<file path="src/rtl/top_system_pkg.sv">
// Shared types and constants for the 2x2 matrix-multiply engine.
//   DATA_W_DEF : default operand/result width
//   state_t    : control FSM states
//   E_W / K_W  : widths of the element index (0..3) and MAC step (0..1)
package top_system_pkg;
  localparam int unsigned DATA_W_DEF = 12;
  localparam int unsigned E_W        = 2;
  localparam int unsigned K_W        = 1;

  typedef enum logic [1:0] {
    IDLE = 2'd0,
    CALC = 2'd1,
    DONE = 2'd2
  } state_t;
endpackage

</file>
<file path="src/rtl/top_system_mac_unit.sv">
// Single multiply-accumulate lane.
//   clk, rst_n : clock, async active-low reset
//   clr        : synchronous accumulator clear
//   en         : load accumulator with the current sum
//   first      : first step of a dot product (ignore old accumulator)
//   a, b       : DATA_W operands
//   res        : current sum truncated to DATA_W (combinational)
module mac_unit #(
  parameter int unsigned DATA_W = 12
) (
  input  logic              clk,
  input  logic              rst_n,
  input  logic              clr,
  input  logic              en,
  input  logic              first,
  input  logic [DATA_W-1:0] a,
  input  logic [DATA_W-1:0] b,
  output logic [DATA_W-1:0] res
);
  logic [2*DATA_W-1:0] acc;
  logic [2*DATA_W-1:0] prod;
  logic [2*DATA_W-1:0] sum;

  // Full-width product; only the final result is truncated.
  assign prod = (2*DATA_W)'(a) * (2*DATA_W)'(b);
  assign sum  = first ? prod : acc + prod;
  assign res  = sum[DATA_W-1:0];

  always_ff @(posedge clk or negedge rst_n) begin
    if (!rst_n)   acc <= '0;
    else if (clr) acc <= '0;
    else if (en)  acc <= sum;
  end
endmodule

</file>
<file path="src/rtl/top_system.sv">
// 2x2 matrix-multiply engine: C = A x B from elaboration-time operands,
// one MAC per clock, runs once after each reset release.
//   clk, rst_n  : clock, async active-low reset
//   r1..r4      : C00, C01, C10, C11 (registered, modulo 2^DATA_W)
//   end_process : all results valid; held until reset
module top_system
  import top_system_pkg::*;
#(
  parameter int unsigned       DATA_W = DATA_W_DEF,
  parameter logic [DATA_W-1:0] A00 = DATA_W'(1),
  parameter logic [DATA_W-1:0] A01 = DATA_W'(2),
  parameter logic [DATA_W-1:0] A10 = DATA_W'(3),
  parameter logic [DATA_W-1:0] A11 = DATA_W'(4),
  parameter logic [DATA_W-1:0] B00 = DATA_W'(5),
  parameter logic [DATA_W-1:0] B01 = DATA_W'(6),
  parameter logic [DATA_W-1:0] B10 = DATA_W'(7),
  parameter logic [DATA_W-1:0] B11 = DATA_W'(8)
) (
  input  logic              clk,
  input  logic              rst_n,
  output logic [DATA_W-1:0] r1,
  output logic [DATA_W-1:0] r2,
  output logic [DATA_W-1:0] r3,
  output logic [DATA_W-1:0] r4,
  output logic              end_process
);
  state_t                   state;
  logic [E_W-1:0]           e;
  logic [K_W-1:0]           k;
  logic [3:0][DATA_W-1:0]   r_q;
  logic [DATA_W-1:0]        op_a, op_b, mac_res;
  logic                     i_sel, j_sel;

  // Element e = 2i + j.
  assign i_sel = e[1];
  assign j_sel = e[0];

  // A[i][k] and B[k][j]
  always_comb begin
    op_a = '0;
    op_b = '0;
    case ({i_sel, k})
      2'b00: op_a = A00;
      2'b01: op_a = A01;
      2'b10: op_a = A10;
      2'b11: op_a = A11;
      default: op_a = '0;
    endcase
    case ({k, j_sel})
      2'b00: op_b = B00;
      2'b01: op_b = B01;
      2'b10: op_b = B10;
      2'b11: op_b = B11;
      default: op_b = '0;
    endcase
  end

  mac_unit #(.DATA_W(DATA_W)) u_mac (
    .clk   (clk),
    .rst_n (rst_n),
    .clr   (state == IDLE),
    .en    (state == CALC),
    .first (k == 1'b0),
    .a     (op_a),
    .b     (op_b),
    .res   (mac_res)
  );

  always_ff @(posedge clk or negedge rst_n) begin
    if (!rst_n) begin
      state       <= IDLE;
      e           <= '0;
      k           <= '0;
      r_q         <= '0;
      end_process <= 1'b0;
    end else begin
      case (state)
        IDLE: begin
          state <= CALC;
          e     <= '0;
          k     <= '0;
        end
        CALC: begin
          if (k == 1'b0) begin
            k <= 1'b1;
          end else begin
            // Second step: mac_res already holds acc + A[i][1]*B[1][j].
            r_q[e] <= mac_res;
            k      <= 1'b0;
            if (e == E_W'(3)) begin
              state       <= DONE;
              end_process <= 1'b1;
            end else begin
              e <= e + E_W'(1);
            end
          end
        end
        DONE: ;  // terminal until reset
        default: state <= IDLE;
      endcase
    end
  end

  assign r1 = r_q[0];
  assign r2 = r_q[1];
  assign r3 = r_q[2];
  assign r4 = r_q[3];
endmodule

</file>
<file path="config.mk">
export PLATFORM = sky130hd
export DESIGN_NAME = top_system
export DESIGN_NICKNAME = d
export VERILOG_FILES = /design/src/rtl/top_system_pkg.sv /design/src/rtl/top_system_mac_unit.sv /design/src/rtl/top_system.sv
export SDC_FILE = /design/constraint.sdc
export NUM_CORES = 1
export LEC_CHECK = 0
export ABC_AREA = 1
export BUFFER_PORTS_ARGS = -buffer_cell sky130_fd_sc_hd__buf_2
export CAP_MARGIN = 20
export CORE_MARGIN = 4
export CORE_UTILIZATION = 55
export CTS_CLUSTER_DIAMETER = 120
export CTS_CLUSTER_SIZE = 40
export DETAILED_ROUTE_END_ITERATION = 6
export GPL_TIMING_DRIVEN = 0
export PLACE_DENSITY = 0.77
export SLEW_MARGIN = 5
export SYNTH_ARGS = -nofsm -noshare
export SYNTH_HDL_FRONTEND = slang
export SYNTH_HIERARCHICAL = 1
export SYNTH_SLANG_ARGS = --single-unit
export TNS_END_PERCENT = 5
</file>
<file path="constraint.sdc">
create_clock -name clk -period 4.82 [get_ports clk]
set_clock_uncertainty 0.05 [all_clocks]
set_input_delay 0.482 -clock clk [delete_from_list [all_inputs] [get_ports clk]]
set_output_delay 0.482 -clock clk [all_outputs]
set_load 0.005 [all_outputs]
</file>
# == Yosys cells after proc, flatten, opt, wreduce, memory -nomap -nowiden ==
# Cells that the tools add are included.
# totals
reg_bits,78
latchBits,0
ram_bits,0
mem_bits_ro,0
input_bits,2
output_inout_bits,49
elab_cells,52
memories,0
# classes
addsub,2
multipliers,1
div_mod_pow,0
magnitude_cmp,2
eq_ne,12
n_shift,0
mux,16
n_bitwise,1
reduce_logical,9
# op_table
op,count
$pmux 12 s4,2
$mux 24,3
$bwmux 48,1
$add 24x24->24,1
$demux 12 s2,1
$mul 12x12->24,1
$eq 2x2->1 const B,6
$mux 12,1
$reduce_and 3->1,3
$mux 2,4
$eq 2x1->1 const B,3
$logic_not 2->1,3
$ne 2x2->1 const B,3
$pmux 2 s3,1
$pmux 2 s2,1
$lt 2x3->1 const B,1
$add 2x1->2 const B,1
$ge 2x1->1 const B,1
$pmux 1 s2,1
$reduce_and 2->1,1
$reduce_bool 2->1,1
$logic_and 1x1->1,1
$mux 1,1
$not 1->1,1

# == Logic depth before layout (Yosys ltp) ==
# Gate-level depths: netlist of the first run.
# depth
word_depth,7
mapped_depth,35
mapped_depth_nobuf,33

# == By module ==
# The synthesis of the first run kept the hierarchy.
# modules_own_cells
module,instances,cells_each,area_per_inst_um2,seq_area_each_um2
mac_unit,1,514,3462.1,300.3
top_system,1,262,2452.4,1351.3

# == Worst setup path after synthesis of the first run ==
# No wires, ideal clock.
# synth_timing
path_kind,flip-flop to flip-flop
start,register k
end,register r_q (netlist bit r3[11])
setup_time_ns,0.065
arrival_time_ns,5.060
t_required_ns,4.705
slack_ns,-0.355
stages_incl_launch_ff,33
path_buffers,2
synth_period_minus_slack_ns,5.175
cell_sequence,dfrtp_1 -> buf_2 -> inv_1 -> ha_1 -> clkbuf_1 -> nand2_1 -> inv_1 -> fa_1 -> ha_1 -> ha_1 -> inv_1 -> fa_1 -> inv_1 -> ha_1 -> inv_1 -> fa_1 -> xnor2_1 -> ha_1 -> nand2_1 -> inv_1 -> nand2_1 -> nand2_1 -> nand2_1 -> o2111ai_1 -> nand2_1 -> nand2_1 -> nor2_1 -> inv_1 -> nand3_2 -> nand2_1 -> inv_1 -> nand4_1 -> nand2_1
# synth_via
elab_chain_cells,6
word_cells_on_any_way,15
cone_classes,add/sub: 1; mul: 1; eq/ne: 6; mux: 4; reduce/logical: 3
# synth_rtl
item,line,rtl
"start, declared",top_system.sv:29,logic [K_W-1:0] k;
"start signal, assigned",top_system.sv:73,k <= '0;
"start signal, assigned",top_system.sv:81,k <= '0;
"start signal, assigned",top_system.sv:85,k <= 1'b1;
$eq 2x2->1 (tied with other cells),top_system.sv:42,"case ({i_sel, k})"
$pmux 12 s4 (*),top_system.sv:42,
named net op_a[1],top_system.sv:31,"logic [DATA_W-1:0] op_a, op_b, mac_res;"
$mul 12x12->24 (*),top_system_mac_unit.sv:25,assign prod = (2*DATA_W)'(a) * (2*DATA_W)'(b);
$add 24x24->24,top_system_mac_unit.sv:26,assign sum = first ? prod : acc + prod;
$mux 24 (*),top_system_mac_unit.sv:26,
named net mac_res[11],top_system.sv:31,
$bwmux 48 (*),top_system.sv:88,r_q[e] <= mac_res;
"end signal, assigned by index",top_system.sv:88,
"end, declared",top_system.sv:30,logic [3:0][DATA_W-1:0] r_q;
# Mark *: on every way through the listed nets, which the timed path passes. The rest lies on a longest branch. The select of a mux whose other input is x is not followed.
# A chain may end at the register's enable or synchronous reset.

# == Worst setup path in the final report of the first run ==
# layout_timing
start,register k
end,register r_q (netlist bit r4[9])
# layout_via
elab_chain_cells,6
word_cells_on_any_way,15
cone_classes,add/sub: 1; mul: 1; eq/ne: 6; mux: 4; reduce/logical: 3
# layout_rtl
item,line,rtl
$eq 2x2->1 (tied with other cells),top_system.sv:49,"case ({k, j_sel})"
$pmux 12 s4 (*),top_system.sv:49,
named net op_b[2],top_system.sv:31,
$mul 12x12->24 (*),top_system_mac_unit.sv:25,
$add 24x24->24,top_system_mac_unit.sv:26,
$mux 24 (*),top_system_mac_unit.sv:26,
named net mac_res[9],top_system.sv:31,
$bwmux 48 (*),top_system.sv:88,
# Marked as above.

==> results of run 1 <==
## what timing repair did
item | 4_1_cts | 5_1_grt
setup endpoints to repair | 40 | 30
setup buffers | 18 | 1
gates resized for setup | 32 | 11
pin swaps | 29 | 5
## registers in the layout (all words and copies together), names as in the netlist
name / flops
end_process: 1
state: 2
k: 1
e: 2
r3: 12
u_mac/acc: 12
r1: 12
r4: 12
r2: 12
## cell families (layout without fill, tap and decap cells)
family / after synthesis / in the layout
AOI/OAI and AO/OA: 48 / 48
xor gates and xnor gates: 10 / 10
adders and majority gates: 92 / 92
buffers and inverters: 175 / 256
DFF: 66 / 66
other: 1 / 61
and+or+nand+nor: 384 / 384
## worst max-delay path: cells and delay by family (launching register included)
family                     cells  cell delay [ns]
AOI/OAI and AO/OA              2             0.44
xor gates and xnor gates       1             0.20
adders and majority gates      8             2.29
buffers and inverters          8             0.60
DFF                            1             0.40
and+or+nand+nor               11             0.88
## path summary, 6_finish.rpt
path                             from            to  depth (start not counted)
worst max-delay path                k         r4[9]                         30
worst min-delay path            rst_n  u_mac/acc[9]                          1
worst max register to register      k         r4[9]                         30
worst min register to register  r3[8]         r3[8]                          2
max in group asynchronous       rst_n          e[0]                          1
min in group clk                r3[8]         r3[8]                          2
## stage by stage
step                total power [uW]  setup TNS [ns]
finish                          3400          -0.855
global route                    3690           -5.76
CTS                             3160          -0.372
detailed placement              2420          -22.27
global placement                2380          -18.04
floorplan                       2040           -1.59
## area by class of cell
cell class	instances	area (um2)
Timing Repair Buffer	69	399
Multi-Input combinational cell	595	3970
Inverter	143	541
Tap cell	136	170
Sequential cell	66	1650
Fill cell	846	3230
Buffer	28	209
Clock buffer	10	128
Clock inverter	6	115
## where the power goes
part           switching (uW)  leakage, uW  internal (uW)
Clock                     224     0.000117            345
Combinational            1210      0.00328            822
Sequential               98.9     0.000757            707
Total                    1530      0.00415           1870
## metal layers
metal  vias to the layer above  wire length, um  global-route usage, %  share of wire (%)
met5                         -                0                      0                  0
met3                        27              845                   6.09                5.7
met2                       150             7370                   43.1                 50
li1                       2633                -                      -                  -
met4                         0              206                   4.79                1.4
met1                      2607             6380                   31.7                 43
## cells in the final DEF (no fill, tap or decap), types with 3 or more instances in the layout
| cell | instances |
|---|---|
| sky130_fd_sc_hd__nor2_1 | 12 |
| sky130_fd_sc_hd__xnor2_1 | 4 |
| sky130_fd_sc_hd__xor2_1 | 5 |
| sky130_fd_sc_hd__nand2_2 | 17 |
| sky130_fd_sc_hd__clkbuf_8 | 9 |
| sky130_fd_sc_hd__a22o_1 | 6 |
| sky130_fd_sc_hd__nand2_1 | 261 |
| sky130_fd_sc_hd__a21oi_1 | 12 |
| sky130_fd_sc_hd__inv_2 | 16 |
| sky130_fd_sc_hd__bufinv_16 | 3 |
| sky130_fd_sc_hd__o21ai_0 | 14 |
| sky130_fd_sc_hd__conb_1 | 61 |
| sky130_fd_sc_hd__dfrtp_1 | 64 |
| sky130_fd_sc_hd__ha_1 | 41 |
| sky130_fd_sc_hd__inv_1 | 126 |
| sky130_fd_sc_hd__nand3_1 | 27 |
| sky130_fd_sc_hd__buf_6 | 10 |
| sky130_fd_sc_hd__nand4_1 | 52 |
| sky130_fd_sc_hd__buf_4 | 23 |
| sky130_fd_sc_hd__clkbuf_1 | 3 |
| sky130_fd_sc_hd__ha_4 | 9 |
| sky130_fd_sc_hd__fa_1 | 38 |
| sky130_fd_sc_hd__nand3_2 | 7 |
| sky130_fd_sc_hd__buf_2 | 60 |
==> summary.json, run 1 <==
{
  "synth_top_area_cell": "sky130_fd_sc_hd__dfrtp_1",
  "worst_path_most_repeated_cell": "sky130_fd_sc_hd__nand2_1",
  "netlist.area_leader.share_pct": 27.9,
  "post_synth_inst_count": 776,
  "grt-ovfl-total": 0,
  "number_of_synthesized_flops_with_an_enable_pin": 0,
  "layout_cells_sized_above_1_pct": 19.6,
  "postSynthRegisterBits": 66,
  "slew_violations": 0,
  "final_instance_count_without_filler_cells": 1053,
  "drt_first_iter_violations": 517,
  "final_critical_period_ns": 4.93,
  "holdBufCountCts": 0,
  "combinational_family_with_the_most_area_after_synthesis": "simple AND/OR/NAND/NOR gates",
  "synth_most_common_cell": "sky130_fd_sc_hd__nand2_1",
  "mappedNetlistArea_um2": 5910,
  "antenna-diode-count": 0,
  "worst_slew_margin_rel_pct": 34.6,
  "via_density_per_instance": 5.14,
  "yosys.area_share.xor_xnor_pct": 1.48,
  "final_core_area_utilization_pct": 69.0,
  "hold_vio_cnt_final": 0,
  "grt_antenna_before_repair": 0,
  "worst_ir_drop_vdd_mv": 0.560,
  "clock_latency_late_sink_ns": 0.35,
  "syn-mean-instance-area_um2": 7.62,
  "rsz0062_at_grt": "yes",
  "rows": 37,
  "cts.sink_count": 66,
  "synth_sequential_area_ratio_pct": 27.9,
  "critical-path-max-stage-delay_ns": 0.46,
  "area_share_of_fa_ha_maj_cells_after_synthesis_pct": 24.5,
  "cts-htree-levels": 3,
  "clock_tree.buffer_depth": 2,
  "start_util_pct": 56.8,
  "chipHeight_um": 112,
  "die_w_um": 112,
  "synth-compound-area-share_pct": 4.89,
  "track_usage_pct": 24.8,
  "cts_tree": "done",
  "timing.critical_path.arrival_ns": 5.17,
  "layout.cell_area.non_filler_um2": 7180,
  "synth_flop_cell": "sky130_fd_sc_hd__dfrtp_1",
  "number_of_setup_violations_in_the_final_report": 14,
  "synth_commonest_cells": "273 x sky130_fd_sc_hd__nand2_1, 140 x sky130_fd_sc_hd__inv_1, 66 x sky130_fd_sc_hd__dfrtp_1",
  "worstSetupStartpointType": "flop",
  "postSynth.asyncResetShare_pct": 100,
  "post_synth_and_or_nand_nor_area_fraction_pct": 28.4,
  "worstHoldPathType": "in -> async",
  "design.core.area_um2": 10400,
  "grt_pass1_wl_mm": 25.5,
  "final_antenna_net_count": 0,
  "synth.mux.area_fraction_pct": 0,
  "violations": "negative setup slack",
  "place.port_buffers": 50,
  "postLayoutSetupSlackWorst_ns": -0.113,
  "dp_slack_ns": -0.848,
  "final_clock_period_utilization_by_the_worst_path_pct": 102,
  "grt_start_max_net_pins": 67,
  "globalplace.congestion": 0.876,
  "route.detailed.drc": 0,
  "synth.area.top_cells": "sky130_fd_sc_hd__dfrtp_1 28%, sky130_fd_sc_hd__nand2_1 17%, sky130_fd_sc_hd__fa_1 14%, sky130_fd_sc_hd__ha_1 11%, sky130_fd_sc_hd__inv_1 8.9%",
  "cp.required_ns": 5.06,
  "place_hpwl_mm": 11.1,
  "die_area_um2": 12500,
  "timing.setup.critical_path_class": "reg -> reg",
  "biggest_fanout_along_the_worst_timing_path": 5,
  "finish.net_count": 1006,
  "timing.critical_path.slowest_stage_cell": "sky130_fd_sc_hd__fa_1",
  "cts_buffers": 9,
  "first_global_vias": 5452,
  "clockRootBuffer": "sky130_fd_sc_hd__clkbuf_8",
  "leakage_power_total_uw": 0.00415,
  "synthDistinctLibCells": 35,
  "p_per_area_nw_per_um2": 474,
  "status": "finished, violations left",
  "top_level_ports": 51,
  "drv_cap": 0,
  "yosys_warnings": 6,
  "area_delta_synth_final_pct": 21.5,
  "timing_worst_slew_pin_value_ns": 0.971,
  "maximum_clock_frequency_mhz": 203,
  "r2r_setup_slack_ns": -0.11,
  "detailroute.via_count": 5417,
  "timing.hold.ws_ns": 0.158,
  "route.detailed.wl_per_inst_um": 14.1,
  "placed_cell_area_um2": 6660,
  "critical_path.endpoint_type": "flop",
  "worst_setup_hold_path_clk_slew_ns": 0.08,
  "totalWireLength_mm": 14.8,
  "dpl.cell_count": 1022,
  "detailedRoute.firstPassIterationCount": 5
}
No activity file was read; power rests on OpenSTA's default activity.
==> run 2: changes to the inputs <==
PLACE_DENSITY = unset   (was 0.77)
PLACE_DENSITY_LB_ADDON = 0.08   (was unset)
==> summary.json, run 2 (same netlist as run 1, synthesis figures left out) <==
{
  "place.port_buffers": 50,
  "critical-path-max-stage-delay_ns": 0.56,
  "first_global_vias": 5165,
  "slew_violations": 0,
  "worstHoldPathType": "in -> async",
  "final_clock_period_utilization_by_the_worst_path_pct": 102,
  "timing_worst_slew_pin_value_ns": 0.946,
  "area_delta_synth_final_pct": 20.8,
  "grt_start_max_net_pins": 67,
  "clock_tree.buffer_depth": 2,
  "dp_slack_ns": -0.908,
  "die_area_um2": 12500,
  "start_util_pct": 56.8,
  "rows": 37,
  "timing.critical_path.slowest_stage_cell": "sky130_fd_sc_hd__fa_2",
  "track_usage_pct": 23.3,
  "postLayoutSetupSlackWorst_ns": -0.0727,
  "worstSetupStartpointType": "flop",
  "cts.sink_count": 66,
  "commonest_non_fill_non_tap_cell_in_the_layout": "sky130_fd_sc_hd__nand2_1",
  "finish.net_count": 1004,
  "final_critical_period_ns": 4.89,
  "maximum_clock_frequency_mhz": 204,
  "timing.hold.ws_ns": 0.183,
  "fillers": 871,
  "cts_buffers": 9,
  "layout_cells_sized_above_1_pct": 19.0,
  "cp.required_ns": 5.00,
  "grt_pass1_wl_mm": 23.9,
  "die_w_um": 112,
  "rsz0062_at_grt": "yes",
  "place_hpwl_mm": 10.8,
  "worst_ir_drop_vdd_mv": 0.444,
  "final_core_area_utilization_pct": 68.6,
  "worst_path_most_repeated_cell": "sky130_fd_sc_hd__inv_2",
  "drv_cap": 0,
  "leakage_power_total_uw": 0.00414,
  "cts-htree-levels": 3,
  "final_antenna_net_count": 0,
  "route.detailed.wl_per_inst_um": 13.2,
  "via_density_per_instance": 4.99,
  "cts_tree": "done",
  "highest_count_cells_in_the_layout_ignoring_fill_and_taps": "266 x sky130_fd_sc_hd__nand2_1, 125 x sky130_fd_sc_hd__inv_1, 64 x sky130_fd_sc_hd__dfrtp_1, 61 x sky130_fd_sc_hd__conb_1, 60 x sky130_fd_sc_hd__buf_2",
  "status": "finished, violations left",
  "number_of_setup_violations_in_the_final_report": 11,
  "route.detailed.drc": 0,
  "globalplace.congestion": 0.927,
  "grt_antenna_before_repair": 0,
  "critical_path.endpoint_type": "flop",
  "antenna-diode-count": 0,
  "holdBufCountCts": 0,
  "timing.setup.critical_path_class": "reg -> reg",
  "chipHeight_um": 112,
  "p_per_area_nw_per_um2": 456,
  "design.core.area_um2": 10400,
  "detailroute.via_count": 5242,
  "worst_setup_hold_path_clk_slew_ns": 0.07,
  "clock_latency_late_sink_ns": 0.34,
  "timing.critical_path.arrival_ns": 5.07,
  "biggest_fanout_along_the_worst_timing_path": 5,
  "drt_first_iter_violations": 276,
  "grt-ovfl-total": 0,
  "totalWireLength_mm": 13.9,
  "violations": "negative setup slack",
  "worst_slew_margin_rel_pct": 36.4,
  "top_level_ports": 51,
  "hold_vio_cnt_final": 0,
  "detailedRoute.firstPassIterationCount": 4,
  "clockRootBuffer": "sky130_fd_sc_hd__clkbuf_8"
}
[run 2: report_power, final]
group | switching [uW] | internal, uW
Combinational | 1150 | 780
Clock | 217 | 306
Sequential | 91.4 | 707
[run 2: final cells by class]
type / count / area, um2 / area share [%]
timing repair buffer: 67 / 384 / 5.38
tap: 136 / 170 / 2.38
multi-input combinational: 595 / 3950 / 55.3
buffer: 28 / 213 / 2.98
inverter: 143 / 543 / 7.60
clock inverter: 6 / 88.8 / 1.24
clock buffer: 10 / 138 / 1.93
sequential: 66 / 1650 / 23.2
[run 2: metal layers]
| metal | track usage (%) | wire [um] | vias up |
|---|---|---|---|
| met5 | 0 | 0 | - |
| met4 | 7.70 | 320 | 0 |
| met3 | 3.86 | 606 | 27 |
| met2 | 41.1 | 7110 | 124 |
| met1 | 29.0 | 5840 | 2456 |
| li1 | - | - | 2635 |
[run 2: worst max-delay path, delay by kind of cell (launching register included)]
family,cells,cell delay [ns]
adder cells (fa/ha/maj),8,2.61
buffers and inverters,8,0.59
AND/OR/NAND/NOR,8,0.58
AO/OA/AOI/OAI,4,0.55
flip-flops,1,0.38
[run 2: metrics by stage]
stage	power (uW)	instance area [um2]	instances	TNS (ns)
floorplan	2040	6230	836	-1.59
global placement	2360	6660	1022	-19.86
detailed placement	2430	6660	1022	-24.77
CTS	3080	7090	1048	-0.434
global route	3540	7140	1051	-5.37
finish	3260	7140	1051	-0.506
[run 2: what timing repair did]
action / CTS / global route
pin swaps: 18 / 21
endpoints found under the setup margin: 40 / 31
resized for setup: 33 / 10
setup buffers: 14 / 3
[run 2: worst paths after layout]
kind                        startpoint     endpoint  slack, ns  cells after the start
min in group clk           end_process  end_process       0.41                      2
max                                  k       r3[10]      -0.07                     28
min reg2reg                end_process  end_process       0.41                      2
max reg2reg                          k       r3[10]      -0.07                     28
max in group asynchronous        rst_n            k       3.96                      1
min                              rst_n        r2[6]       0.18                      1
